## config.mk

```make
export PLATFORM = sky130hd
export DESIGN_NAME = inc_dec_unit_flat
export DESIGN_NICKNAME = d
export VERILOG_FILES = /design/src/rtl/inc_dec_pkg.sv /design/src/rtl/inc_dec_unit_if.sv /design/src/rtl/inc_dec_lane.sv /design/src/rtl/inc_dec_unit.sv /design/src/flat_wrapper.sv
export SDC_FILE = /design/constraint.sdc
export NUM_CORES = 1
export LEC_CHECK = 0
export BUFFER_PORTS_ARGS = -buffer_cell sky130_fd_sc_hd__clkbuf_2
export CORE_ASPECT_RATIO = 2
export CORE_UTILIZATION = 25
export DETAILED_ROUTE_END_ITERATION = 10
export PLACE_DENSITY = 0.52
export SYNTH_ARGS = -nofsm -noshare
export SYNTH_HDL_FRONTEND = slang
export SYNTH_SLANG_ARGS = --single-unit
```

## constraint.sdc

```tcl
create_clock -name clk -period 3.07 [get_ports clk]
set_input_delay 0.4605 -clock clk [delete_from_list [all_inputs] [get_ports clk]]
set_output_delay 0.4605 -clock clk [all_outputs]
set_load 0.03 [all_outputs]
```

## src/rtl/inc_dec_pkg.sv

```systemverilog
// inc_dec_pkg: op encodings, buffer occupancy type and default parameters for inc_dec_unit
package inc_dec_pkg;
  localparam logic OP_INC = 1'b0;
  localparam logic OP_DEC = 1'b1;
  localparam int DEF_WIDTH = 4;
  localparam int unsigned DEF_STEP = 1;
  localparam int DEF_CNT_W = 8;
  typedef enum logic [1:0] {EMPTY = 2'd0, ONE = 2'd1, FULL = 2'd2} occ_t;
endpackage

```

## src/rtl/inc_dec_unit_if.sv

```systemverilog
// inc_dec_unit_if: operand/result handshake bus of inc_dec_unit
interface inc_dec_unit_if import inc_dec_pkg::*; #(parameter int WIDTH = DEF_WIDTH);
  logic in_valid;
  logic in_ready;
  logic op;
  logic [WIDTH-1:0] a;
  logic [WIDTH-1:0] b;
  logic out_valid;
  logic out_ready;
  logic [WIDTH:0] a_res;
  logic [WIDTH:0] b_res;
  modport master (output in_valid, op, a, b, out_ready, input in_ready, out_valid, a_res, b_res);
  modport slave (input in_valid, op, a, b, out_ready, output in_ready, out_valid, a_res, b_res);
endinterface

```

## src/rtl/inc_dec_lane.sv

```systemverilog
// inc_dec_lane: one lane of x +/- STEP; INC_DEC_SAT_EN selects clamping instead of wrap-around
module inc_dec_lane import inc_dec_pkg::*; #(
  parameter int WIDTH = DEF_WIDTH,
  parameter int unsigned STEP = DEF_STEP
) (
  input  logic             op,
  input  logic [WIDTH-1:0] x,
  output logic [WIDTH:0]   y
);
  logic [WIDTH:0] raw;
  assign raw = op == OP_DEC ? {1'b0, x} - (WIDTH+1)'(STEP) : {1'b0, x} + (WIDTH+1)'(STEP);
`ifdef INC_DEC_SAT_EN
  // carry/borrow means the true result left the range: pin to the bound
  assign y = raw[WIDTH] ? {1'b1, {WIDTH{op == OP_INC}}} : raw;
`else
  assign y = raw;
`endif
endmodule

```

## src/rtl/inc_dec_unit.sv

```systemverilog
// inc_dec_unit: two-lane inc/dec by STEP with 2-entry result FIFO and saturating overflow counter (INC_DEC_SAT_EN: clamp mode)
module inc_dec_unit import inc_dec_pkg::*; #(
  parameter int WIDTH = DEF_WIDTH,
  parameter int unsigned STEP = DEF_STEP,
  parameter int CNT_W = DEF_CNT_W
) (
  input  logic             clk,
  input  logic             rst,
  inc_dec_unit_if.slave    bus,
  output logic [CNT_W-1:0] ovf_cnt
);
  logic [WIDTH:0] a_nxt, b_nxt;
  logic [WIDTH:0] mem_a [2];
  logic [WIDTH:0] mem_b [2];
  logic wr_ptr, rd_ptr, push, pop;
  logic [1:0] ovf_inc;
  logic [CNT_W+1:0] cnt_sum;
  logic [CNT_W-1:0] cnt_nxt;
  occ_t occ, occ_nxt;
  inc_dec_lane #(.WIDTH(WIDTH), .STEP(STEP)) u_lane_a (.op(bus.op), .x(bus.a), .y(a_nxt));
  inc_dec_lane #(.WIDTH(WIDTH), .STEP(STEP)) u_lane_b (.op(bus.op), .x(bus.b), .y(b_nxt));
  // in_ready depends only on registered occupancy, never on out_ready
  assign bus.in_ready = occ != FULL;
  assign bus.out_valid = occ != EMPTY;
  assign bus.a_res = mem_a[rd_ptr];
  assign bus.b_res = mem_b[rd_ptr];
  assign push = bus.in_valid && bus.in_ready;
  assign pop = bus.out_valid && bus.out_ready;
  always_comb begin
    ovf_inc = {1'b0, a_nxt[WIDTH]} + {1'b0, b_nxt[WIDTH]};
    cnt_sum = {2'b00, ovf_cnt} + {{CNT_W{1'b0}}, ovf_inc};
    cnt_nxt = cnt_sum[CNT_W+1:CNT_W] != 2'b00 ? {CNT_W{1'b1}} : cnt_sum[CNT_W-1:0];
    occ_nxt = push && !pop ? (occ == EMPTY ? ONE : FULL) :
              pop && !push ? (occ == FULL ? ONE : EMPTY) : occ;
  end
  always_ff @(posedge clk) begin
    if (rst) begin
      occ <= EMPTY;
      wr_ptr <= 1'b0;
      rd_ptr <= 1'b0;
      mem_a[0] <= '0;
      mem_a[1] <= '0;
      mem_b[0] <= '0;
      mem_b[1] <= '0;
      ovf_cnt <= '0;
    end else begin
      occ <= occ_nxt;
      if (push) begin
        mem_a[wr_ptr] <= a_nxt;
        mem_b[wr_ptr] <= b_nxt;
        wr_ptr <= ~wr_ptr;
        ovf_cnt <= cnt_nxt;
      end
      if (pop) rd_ptr <= ~rd_ptr;
    end
  end
endmodule

```

## src/flat_wrapper.sv

```systemverilog
// flat-port wrapper written by rule: the top's interface ports become plain ports
module inc_dec_unit_flat import inc_dec_pkg::*;
#(
  parameter int WIDTH = DEF_WIDTH,
  parameter int unsigned STEP = DEF_STEP,
  parameter int CNT_W = DEF_CNT_W
)
  (clk, rst, ovf_cnt, bus_in_valid, bus_op, bus_a, bus_b, bus_out_ready, bus_in_ready, bus_out_valid, bus_a_res, bus_b_res);
  inc_dec_unit_if #(.WIDTH(WIDTH)) bus_i ();
  input  logic clk;
  input  logic rst;
  output logic [CNT_W-1:0] ovf_cnt;
  input wire logic [$bits(bus_i.in_valid)-1:0] bus_in_valid;
  input wire logic [$bits(bus_i.op)-1:0] bus_op;
  input wire logic [$bits(bus_i.a)-1:0] bus_a;
  input wire logic [$bits(bus_i.b)-1:0] bus_b;
  input wire logic [$bits(bus_i.out_ready)-1:0] bus_out_ready;
  output wire logic [$bits(bus_i.in_ready)-1:0] bus_in_ready;
  output wire logic [$bits(bus_i.out_valid)-1:0] bus_out_valid;
  output wire logic [$bits(bus_i.a_res)-1:0] bus_a_res;
  output wire logic [$bits(bus_i.b_res)-1:0] bus_b_res;
  assign bus_i.in_valid = bus_in_valid;
  assign bus_i.op = bus_op;
  assign bus_i.a = bus_a;
  assign bus_i.b = bus_b;
  assign bus_i.out_ready = bus_out_ready;
  assign bus_in_ready = bus_i.in_ready;
  assign bus_out_valid = bus_i.out_valid;
  assign bus_a_res = bus_i.a_res;
  assign bus_b_res = bus_i.b_res;
  inc_dec_unit #(.WIDTH(WIDTH), .STEP(STEP), .CNT_W(CNT_W)) u_core (.clk(clk), .rst(rst), .bus(bus_i), .ovf_cnt(ovf_cnt));
endmodule
```

Yosys cells after proc, flatten, opt, wreduce, memory -nomap -nowiden
Memory sizes are Yosys's and may differ from the RTL's. A register that Yosys moved wholly into a read port is not among the register bits.
Cells that the tools add are included.
{"block": "totals", "regBits": 12, "ramBits": 20, "in_bits": 13, "out_inout_bits": 20, "word_cells": 50, "mem_count": 2}
{"memory": "u_core.mem_a", "words": 2, "width": 5, "rd": 1, "rd_ports_with_merged_regs": 1, "write_ports": 2, "line": "inc_dec_unit.sv:13", "rtl": "logic [WIDTH:0] mem_a [2];"}
{"memory": "u_core.mem_b", "words": 2, "width": 5, "rd": 1, "rd_ports_with_merged_regs": 1, "write_ports": 2, "line": "inc_dec_unit.sv:14", "rtl": "logic [WIDTH:0] mem_b [2];"}
{"block": "classes", "add_sub_neg": 6, "eq_ne": 2, "muxes": 22, "bitwise_logic": 2, "n_reduce_logical": 12}
{"operator": "$mux W5", "n": 4}
{"operator": "$mux W1", "n": 14}
{"operator": "$add A4 B1 Y5 const B", "n": 2}
{"operator": "$reduce_or A5 Y1", "n": 2}
{"operator": "$sub A4 B1 Y5 const B", "n": 2}
{"operator": "$add A8 B2 Y9", "n": 1}
{"operator": "$mux W8", "n": 1}
{"operator": "$mux W2", "n": 3}
{"operator": "$reduce_bool A2 Y1", "n": 3}
{"operator": "$logic_and A1 B1 Y1", "n": 4}
{"operator": "$add A1 B1 Y2", "n": 1}
{"operator": "$eq A2 B2 Y1 const B", "n": 1}
{"operator": "$logic_not A1 Y1", "n": 2}
{"operator": "$logic_not A2 Y1", "n": 1}
{"operator": "$ne A2 B2 Y1 const B", "n": 1}
{"operator": "$not A1 Y1", "n": 2}

Depth between registers and ports, before layout
{"block": "depth", "word_depth": 7, "mapped_depth": 12, "ltp_nobuf": 12}

By module
From an unflattened synthesis, not the netlist that was laid out.
{"block": "hier_totals", "hier_cells": 170, "hier_area_um2": 1843.0}
{"mod": "inc_dec_unit", "instances": 1, "cells_each": 136, "area_per_inst_um2": 1567.8, "seq_area_each_um2": 860.8}
{"mod": "inc_dec_lane", "instances": 2, "cells_each": 17, "area_per_inst_um2": 137.6, "seq_area_each_um2": 0.0}

Worst setup path after synthesis
Ideal clock, no wire load.
{"block": "synth_path", "path_type": "in2reg", "startpoint": "in bus_op", "endpoint": "reg u_core.ovf_cnt[6]", "setup_ns": 0.131, "arrival_ns": 2.535, "t_required_ns": 2.939, "setup_slack_ns": 0.404, "stages": 12, "path_buffers": 0, "path_cell_list": "inv_1 -> fa_1 -> inv_1 -> a21o_1 -> a21oi_1 -> xnor2_1 -> fa_1 -> ha_1 -> nand2_1 -> nor3_1 -> and4b_1 -> nor3_1"}
{"block": "synth_via", "elab_chain_len": 5, "elab_cells_between_ends": 6, "classes_between": "add/sub: 2; mux: 3; reduce/logical: 1"}
{"item": "from (decl)", "line": "flat_wrapper.sv:14", "rtl": "input wire logic [$bits(bus_i.op)-1:0] bus_op;"}
{"item": "$mux W5 (*)", "line": "inc_dec_lane.sv:11", "rtl": "assign raw = op == OP_DEC ? {1'b0, x} - (WIDTH+1)'(STEP) : {1'b0, x} + (WIDTH+1)'(STEP);"}
{"item": "net u_core.b_nxt[4]", "line": "inc_dec_unit.sv:12", "rtl": "logic [WIDTH:0] a_nxt, b_nxt;"}
{"item": "$add A1 B1 Y2 (*)", "line": "inc_dec_unit.sv:30", "rtl": "ovf_inc = {1'b0, a_nxt[WIDTH]} + {1'b0, b_nxt[WIDTH]};"}
{"item": "$add A8 B2 Y9 (*)", "line": "inc_dec_unit.sv:31", "rtl": "cnt_sum = {2'b00, ovf_cnt} + {{CNT_W{1'b0}}, ovf_inc};"}
{"item": "$reduce_bool A2 Y1", "line": "inc_dec_unit.sv:32", "rtl": "cnt_nxt = cnt_sum[CNT_W+1:CNT_W] != 2'b00 ? {CNT_W{1'b1}} : cnt_sum[CNT_W-1:0];"}
{"item": "$mux W8 (*)", "line": "inc_dec_unit.sv:32"}
{"item": "to (signal assigned)", "line": "inc_dec_unit.sv:52", "rtl": "ovf_cnt <= cnt_nxt;"}
{"item": "to (decl)", "line": "inc_dec_unit.sv:10", "rtl": "output logic [CNT_W-1:0] ovf_cnt"}
Mark *: on every way through the listed nets, which the timed path passes. The rest lies on a longest branch.
A chain may end at the register's enable or synchronous reset.

Worst setup path in the final report
{"block": "layout_path", "startpoint": "in bus_op", "endpoint": "reg u_core.ovf_cnt[6]"}
{"block": "layout_via", "elab_chain_len": 5, "elab_cells_between_ends": 6, "classes_between": "add/sub: 2; mux: 3; reduce/logical: 1"}
{"item": "$mux W5 (*)", "line": "inc_dec_lane.sv:11"}
{"item": "net u_core.a_nxt[4]", "line": "inc_dec_unit.sv:12"}
{"item": "$add A1 B1 Y2 (*)", "line": "inc_dec_unit.sv:30"}
{"item": "$add A8 B2 Y9 (*)", "line": "inc_dec_unit.sv:31"}
{"item": "$reduce_bool A2 Y1", "line": "inc_dec_unit.sv:32"}
{"item": "$mux W8 (*)", "line": "inc_dec_unit.sv:32"}
Marked as above.

==> impl_results.md <==
- #FFs+latches synth: 33
- Area of the multi-input gates: approximately 830 µm²
- Max_cap viols: 0
- Detailed Place HPWL: 2.84 mm
- Cell count after synthesis: 160
- Vias in the first global route: between 1000 and 1500
- Hold_ws: ~500 ps
- Clk slew on worst S/H paths: approximately 50 ps
- Starting Density: 26.1%
- CP endpoint kind: flip-flop
- Pre-antenna DRT Iters: 4
- Drt total wl: ~3.6 mm
- Commonest cells after routing, fill and taps aside: 32 x clkbuf_2, 24 x nor2_1, 20 x edfxtp_1, 13 x dfxtp_1
- Synthesized area: around 1800 µm²
- I/O Pins: 33
- Leakage power total: approximately 0.96 nW
- Vias: approximately 1300
- P_sw: between 0.0003 and 0.0004 W
- CP Max Fanout: 6
- CTS tree: built
- Via density: 4.34
- Area Growth Syn to Fin: 25.4%
- Site Rows: between 40 and 50
- Number of flops mapped to enable cells by yosys: 20
- Worst Skew: 5.38 ps
- CP arrival: ~2900 ps
- Port bufs: 32
- Clock sinks: 33
- Dpl cells: 280
- Comb pwr share: 19.9%
- Sequential share of power: between 30 and 40%
- First-pass GRT wire length: around 5.7 mm
- Critical Path Start Type: primary input
- Die Y: ~120 µm
- Number of buffers created by CTS: 5
- Drt drc: 0
- Commonest non-fill, non-tap cell in the layout: clkbuf_2
- Setup tns final: 0 ps
- Prevailing post-synth register cell: edfxtp_1
- Grt ovf: 0
- DRT antenna net count: 0
- Routed WL per cell: between 10 and 15 µm
- PD cells: around 600 nW/µm²
- Post-route minimum period: 2760 ps
- Initial DRC count: 27
- Syn_nets: 184
- Number of setup buffers added after CTS: 0
- Layout Nets: 223
- Outcome: finished, final reports clean
- Sequential-to-total area share from yosys stat: about half
- Clock Path Buffers: 2
- F_max: ~0.36 GHz
- GRT Util Overall: 11.0%
- FFs w/ async S/R, synth: 0%
- Initial antenna violation count: 0
- Share of cells above drive strength 1: around 30%
- Hold Crit Class: reg2reg
- Die Footprint: between 7000 and 8000 µm²
- Placeable Area: 6730 µm²
- Ratio of final minimum period to clock period: between 80% and 90%
- RSZ-0062 raised after global routing: no
- Worst slew pin tran: 504 ps
- Syn. warnings: 0
- H-tree lvl count: 2
- CTS hold repair buffers: 0
- Setup violations, final: 0
- Resized cells post-CTS: 0
- Placer Congestion: between 0.7 and 0.8
- Largest net degree at the start of global routing: 20
- Peak supply drop: between 0.2 and 0.25 mV
- CTS Root Buffer Type: clkbuf_16
- Sw frac: roughly a quarter
- # fillers: approximately 740
- Post-Syn Area per Cell: about 11 µm²
- Relative slew slack: between 60 and 70%
- Clock power frac: roughly two fifths
- Finished Layout Cells: around 290
- WP data required: 3210 ps
- Final hold viol count: 0
- Die width: approximately 61 µm
- Final Slew Violations: 0
- FF+latch area: ~860 µm²
- Synth cell types: 37
- Internal: 0.000997 W
- WS Path Type: in2reg
- Antenna cells: 0
- Core Util, Final: between 30% and 40%
- Clock latency on the worst-skew pair: approximately 270 ps
[final cells by class]
cell class	count	share of cell area [%]
multi-input cells	112	37.8
well taps	88	4.99
clock inverters	2	1.53
clock buffers	6	5.85
flip-flops and latches	33	39.0
repair buffers	37	8.97
inverters	10	1.82
[cells in the mapped netlist (3+ instances only)]
cell type	n	area share [%]
a21o_1	4	1.7
xor2_1	5	2.5
mux2i_1	6	3.4
dfxtp_1	13	15
nand2_1	7	1.5
ha_1	8	5.7
inv_1	8	1.7
edfxtp_1	20	34
fa_1	3	3.4
nand3_1	3	0.85
mux2_2	10	6.4
nor3_1	5	1.4
clkbuf_1	3	0.64
xnor2_1	4	2.0
a21oi_1	10	2.8
nor2_1	24	5.1
[state kept, by name, summed over array words and instances, names as in the netlist, named ones only]
name            cells
u_core.wr_ptr       1
u_core.mem_b       10
u_core.rd_ptr       1
u_core.occ          2
u_core.ovf_cnt      8
u_core.mem_a       10
[routing by layer]
layer	share of wire [%]	global-route usage, %
met1	35	10.2
met2	58	20.3
met3	3.7	2.78
met4	2.7	5.97
met5	0	0
[metrics by stage]
| step | total power, W | setup WS, ps | area, µm² |
|---|---|---|---|
| floorplan | 0.000740 | 404 | 1760 |
| global placement | 0.000818 | 112 | 2040 |
| detailed placement | 0.000819 | 23.4 | 2040 |
| CTS | 0.00137 | 300 | 2200 |
| global route | 0.00142 | 16.1 | 2200 |
| finish | 0.00135 | 307 | 2200 |
[final timing paths]
check / startpoint / endpoint / slack, ps / cells past startpoint
worst min register to register: u_core.rd_ptr$_SDFFE_PP0P_ / u_core.rd_ptr$_SDFFE_PP0P_ / 500 / 2
worst min-delay path: u_core.rd_ptr$_SDFFE_PP0P_ / u_core.rd_ptr$_SDFFE_PP0P_ / 500 / 2
worst max register to register: u_core.ovf_cnt[0]$_SDFFE_PP0P_ / u_core.ovf_cnt[6]$_SDFFE_PP0P_ / 1300 / 6
worst max-delay path: bus_op / u_core.ovf_cnt[6]$_SDFFE_PP0P_ / 310 / 13
[power groups by stage]
stage	Clock (W)	Sequential (W)	Combinational, W
2_1_floorplan	0	0.000548	0.000192
3_3_place_gp	0	0.000545	0.000272
3_5_place_dp	0	0.000547	0.000272
4_1_cts	0.000561	0.000538	0.000274
5_1_grt	0.000582	0.000543	0.000300
6_report	0.000546	0.000537	0.000269
[worst max-delay path, stage by stage]
cell,delay (ps)
clkbuf_2,140
inv_1,180
fa_1,240
inv_1,40
a21o_1,160
a21oi_1,230
xnor2_1,170
fa_1,250
ha_1,240
nand2_1,90
nor3_1,400
and4b_1,250
nor3_1,50
[kinds of logic (layout without fill, tap and decap cells)]
kind of cell / after synthesis / after routing / synth area share, %
adders and majority gates: 11 / 11 / 9.11
and+or+nand+nor: 54 / 54 / 16.0
xor gates and xnor gates: 9 / 9 / 4.48
muxes: 16 / 16 / 9.82
DFF: 33 / 33 / 49.0
AOI/OAI and AO/OA: 22 / 22 / 7.97
buffers and inverters: 15 / 55 / 3.63
No activity file was read; power rests on OpenSTA's default activity.
